==> config.mk <==
export PLATFORM = sky130hd
export DESIGN_NAME = demux_1_to_4_stream
export DESIGN_NICKNAME = d
export VERILOG_FILES = /design/src/rtl/demux_1_to_4_stream.sv
export SDC_FILE = /design/constraint.sdc
export NUM_CORES = 1
export LEC_CHECK = 0
export BUFFER_PORTS_ARGS = -buffer_cell sky130_fd_sc_hd__buf_2
export CAP_MARGIN = 20
export CELL_PAD_IN_SITES_DETAIL_PLACEMENT = 1
export CELL_PAD_IN_SITES_GLOBAL_PLACEMENT = 2
export CORE_MARGIN = 2
export CORE_UTILIZATION = 40
export CTS_CLUSTER_DIAMETER = 100
export DETAILED_ROUTE_END_ITERATION = 6
export HOLD_SLACK_MARGIN = 0.02
export PLACE_DENSITY_LB_ADDON = 0.1
export SYNTH_ARGS = -nofsm -noshare
export SYNTH_HDL_FRONTEND = slang
export SYNTH_SLANG_ARGS = --single-unit
==> constraint.sdc <==
create_clock -name clk -period 3.12 [get_ports clk]
set_input_delay 0.156 -clock clk [delete_from_list [all_inputs] [get_ports clk]]
set_output_delay 0.156 -clock clk [all_outputs]
set_load 0.05 [all_outputs]
==> src/rtl/demux_1_to_4_stream.sv <==
`default_nettype none
// ============================================================================
// Module   : demux_1_to_4_stream
// Purpose  : Buffered 1-to-4 stream demultiplexer. Each accepted word is
//            steered by in_sel into one of four per-channel FIFOs, and each
//            channel drains independently over its own valid/ready pair.
// Revision : 1.0 - initial release
// ============================================================================
module demux_1_to_4_stream #(
  parameter int WIDTH = 4,
  parameter int DEPTH = 2
) (
  input  logic               clk,
  input  logic               rst_n,
  input  logic [WIDTH-1:0]   in_data,
  input  logic [1:0]         in_sel,
  input  logic               in_valid,
  output logic               in_ready,
  output logic [4*WIDTH-1:0] out_data,
  output logic [3:0]         out_valid,
  input  logic [3:0]         out_ready,
  output logic [3:0]         full
);

  // Pointer width addresses DEPTH entries; the count needs one more bit
  // so that it can represent DEPTH itself.
  localparam int              c_AW    = $clog2(DEPTH);
  localparam int              c_CW    = $clog2(DEPTH) + 1;
  localparam logic [c_CW-1:0] c_DEPTH = c_CW'(DEPTH);

  logic [3:0] w_full;
  logic       w_accept;

  // A full channel refuses input even if it is popping this cycle:
  // there is deliberately no pass-through path.
  assign in_ready = !w_full[in_sel];
  assign w_accept = in_valid && in_ready;
  assign full     = w_full;

  for (genvar gi = 0; gi < 4; gi++) begin : g_ch
    logic [WIDTH-1:0] r_mem [DEPTH];
    logic [c_AW-1:0]  r_wr;
    logic [c_AW-1:0]  r_rd;
    logic [c_CW-1:0]  r_cnt;
    logic             w_push;
    logic             w_pop;

    assign w_push     = w_accept && (in_sel == 2'(gi));
    assign w_pop      = out_valid[gi] && out_ready[gi];
    assign out_valid[gi] = (r_cnt != '0);
    assign w_full[gi]    = (r_cnt == c_DEPTH);
    assign out_data[gi*WIDTH +: WIDTH] = r_mem[r_rd];

    // Channel FIFO state: storage write, pointer advance and occupancy.
    always_ff @(posedge clk or negedge rst_n) begin
      if (!rst_n) begin
        r_wr  <= '0;
        r_rd  <= '0;
        r_cnt <= '0;
        for (int k = 0; k < DEPTH; k++) begin
          r_mem[k] <= '0;
        end
      end else begin
        if (w_push) begin
          r_mem[r_wr] <= in_data;
          r_wr        <= r_wr + 1'b1;
        end
        if (w_pop) begin
          r_rd <= r_rd + 1'b1;
        end
        if (w_push && !w_pop) begin
          r_cnt <= r_cnt + 1'b1;
        end else if (!w_push && w_pop) begin
          r_cnt <= r_cnt - 1'b1;
        end
      end
    end
  end

endmodule
`default_nettype wire

==> key figures <==
Run status
  – Status: complete, no violations

Final layout
  – Ant diodes: 0
  – Fillcell total: 588
  – Multi-input gate area: 1015 sq um
  – Register Area: 1201 sq um
  – Commonest non-fill, non-tap cell in the layout: dfrtp_1
  – Syn-to-layout area delta: 17.20%
  – Share of cells above drive strength 1: 49.51%
  – Fin nets: 220
  – Most frequent cells in the layout: 48 x dfrtp_1, 44 x mux2_2, 37 x buf_2

Worst setup path
  – Crit-path slowest cell: mux4_2
  – Worst EP required: 2.96 ns
  – Crit path largest cell delay: 0.46 ns
  – Worst setup path class: register to primary output
  – CP startpoint kind: register
  – CP Capture Type: primary output
  – Critical Path, Cell by Cell: nor2b_2 > inv_1 > mux4_2 > buf_2
  – Setup slack, reg-to-reg: between 1 and 1.5 ns
  – Crit Path Max Fanout: 5
  – RR Startpoint: g_ch[3].r_cnt[0]
  – CP arrival: 1.72 ns
  – End of the worst register-to-register path: g_ch[3].r_cnt[1]
  – R2r worst-path depth: 6
  – Worst setup startpoint: g_ch[2].r_cnt[0]
  – Crit path to: in_ready

Clock network
  – Total CTS buffers: 5
  – Skew-Pair Late Insertion Delay: 0.29 ns
  – Worst-case clock buffer depth: 2
  – Clk sinks: 48
  – Reg clk slew, reported paths: ~0.08 ns
  – Post-CTS Hold Buffers: 0
  – Post-CTS resize count: 0
  – Postcts setup bufs: 0
  – # H-tree levels: 2
  – CTS root buffer: clkbuf_8
  – CTS tree: built

Global routing
  – Initial antenna violation count: 0
  – Global-route wire length before repair: around 7.8 mm
  – Gr ovfl total: 0
  – Vias in the first global route: 1512
  – Largest net degree at the start of global routing: 49
  – Total GRT Usage: 16.80%

STA
  – Hold_ws: 0.1509 ns
  – Endpoints failing setup: 0
  – Final Hold Fails: 0
  – Setup TNS: 0 ns
  – Worst Clk Skew: 0.007012 ns
  – Period utilisation layout: 60.01%
  – Maximum clock frequency: approximately 530 MHz
  – Slew Viols, Final: 0
  – Max_slew headroom: a little under two thirds
  – Final min period: 1.872 ns
  – Worst Tran Pin Value: 0.5430 ns
  – RSZ-0062 raised after global routing: no

Routing
  – Initial DRC count: 17
  – Via count: roughly 1.4k
  – Wire per inst: 17.14 um
  – Drt pass-1 iters: 4
  – Final ANT Viol Nets: 0
  – Routed wire length: 4.732 mm
  – Via density: 4.957
  – DRC viols: 0

Die
  – Initial Util: a little over 40%
  – Die area: slightly above 6000 sq um
  – Core area: 5473 sq um
  – Die width: about 79 um
  – Row cnt: 27
  – # IOs: 38
  – Die Height: 78.85 um

Yosys
  – Cells after synthesis: 159
  – Main synth FF type: dfrtp_1
  – Mux cell area share after synthesis: 25.80%
  – Sequential-to-total area share from yosys stat: 53.60%
  – Post-Synth Simple-Gate Area: 9.436%
  – Synthesis Warnings: 0
  – Largest family of logic cells by synthesized area: multiplexers
  – Syn Nets: around 180
  – Mapped cell area: 2241 sq um
  – Syn Area/Cell: approximately 14 sq um
  – Post-synth EDFFs: 0
  – Synth Area in Adders: 2.233%
  – Xor/xnor cell area share of the yosys netlist: 7.817%
  – Synth Area in Compound Gates: 0%
  – Asr flop ratio synth: 100.0%
  – Seq cells post-synth: 48
  – Yosys cell types: 26

Place
  – Half-perimeter wire length after placement: 3.540 mm
  – GPL Wtd Cong: 0.7379
  – Port buffer count: 37

Min path
  – Worst hold path class: input pin to register
  – Hold depth: 3

Job
  – Max Cap Viol: 0
routing by layer:
| metal | wire length, um | vias to the layer above | global-route usage, % | share of wire, % |
|---|---|---|---|---|
| met4 | 57 | 0 | 4.655 | 1.2 |
| met1 | 1885 | 698 | 19.93 | 40 |
| li1 | - | 638 | - | - |
| met5 | 0 | - | 0 | 0 |
| met3 | 169 | 6 | 3.750 | 3.6 |
| met2 | 2620 | 26 | 30.60 | 55 |
critical path, delay by kind of cell, from the launching register on:
kind | cells | cell delay [ns]
flops | 1 | 0.43
mux | 1 | 0.46
buf+inv | 2 | 0.31
simple gates | 1 | 0.23
Yosys cell counts (2+ instances only):
| master | instances | area share [%] |
|---|---|---|
| dfrtp_1 | 48 | 54 |
| nand4b_1 | 2 | 0.78 |
| and3_1 | 2 | 0.56 |
| mux2_2 | 44 | 22 |
| nor2_1 | 5 | 0.84 |
| ha_1 | 4 | 2.2 |
| or2_2 | 4 | 1.1 |
| xnor2_1 | 8 | 3.1 |
| inv_1 | 4 | 0.67 |
| nor3_1 | 2 | 0.45 |
| nand2_1 | 5 | 0.84 |
| xor2_1 | 12 | 4.7 |
| mux2_4 | 4 | 2.7 |
| nand2b_1 | 3 | 0.84 |
final cells by class:
cell class | instances | area share [%]
Clock buffer | 8 | 3.430
Inverter | 4 | 0.5717
Multi-Input combinational cell | 105 | 38.64
Sequential cell | 48 | 45.74
Tap cell | 72 | 3.430
Timing Repair Buffer | 39 | 8.194
worst min-delay path by stage:
stage | start | end
3_3_place_gp | rst_n | g_ch[0].r_mem[0]
2_1_floorplan | rst_n | g_ch[0].r_cnt[0]
6_report | out_ready[2] | g_ch[2].r_rd
5_1_grt | out_ready[1] | g_ch[1].r_rd
4_1_cts | rst_n | g_ch[3].r_wr
3_5_place_dp | rst_n | g_ch[0].r_rd
per-stage QoR:
stage | setup WS, ns | area, sq um | cells | utilization [%]
2_1_floorplan | 1.325 | 2241 | 159 | -
3_3_place_gp | 1.493 | 2506 | 266 | 45.79
3_5_place_dp | 1.327 | 2506 | 266 | 45.79
4_1_cts | 1.221 | 2596 | 274 | 47.44
5_1_grt | 1.143 | 2626 | 276 | 47.99
6_report | 1.248 | 2626 | 276 | 47.99
state kept, by name, summed over array words and instances, names as in the netlist:
| register | flops |
|---|---|
| g_ch.r_cnt | 8 |
| g_ch.r_mem | 32 |
| g_ch.r_rd | 4 |
| g_ch.r_wr | 4 |
cells by family (layout without fill, tap and decap cells):
family,after synthesis,after routing
muxes,49,49
adders and majority gates,4,4
and+or+nand+nor,32,32
buffers and inverters,6,51
xor gates and xnor gates,20,20
DFF,48,48
Power is not shown: default switching activity piles up to over one toggle a cycle in this logic, so the estimate is an artifact.
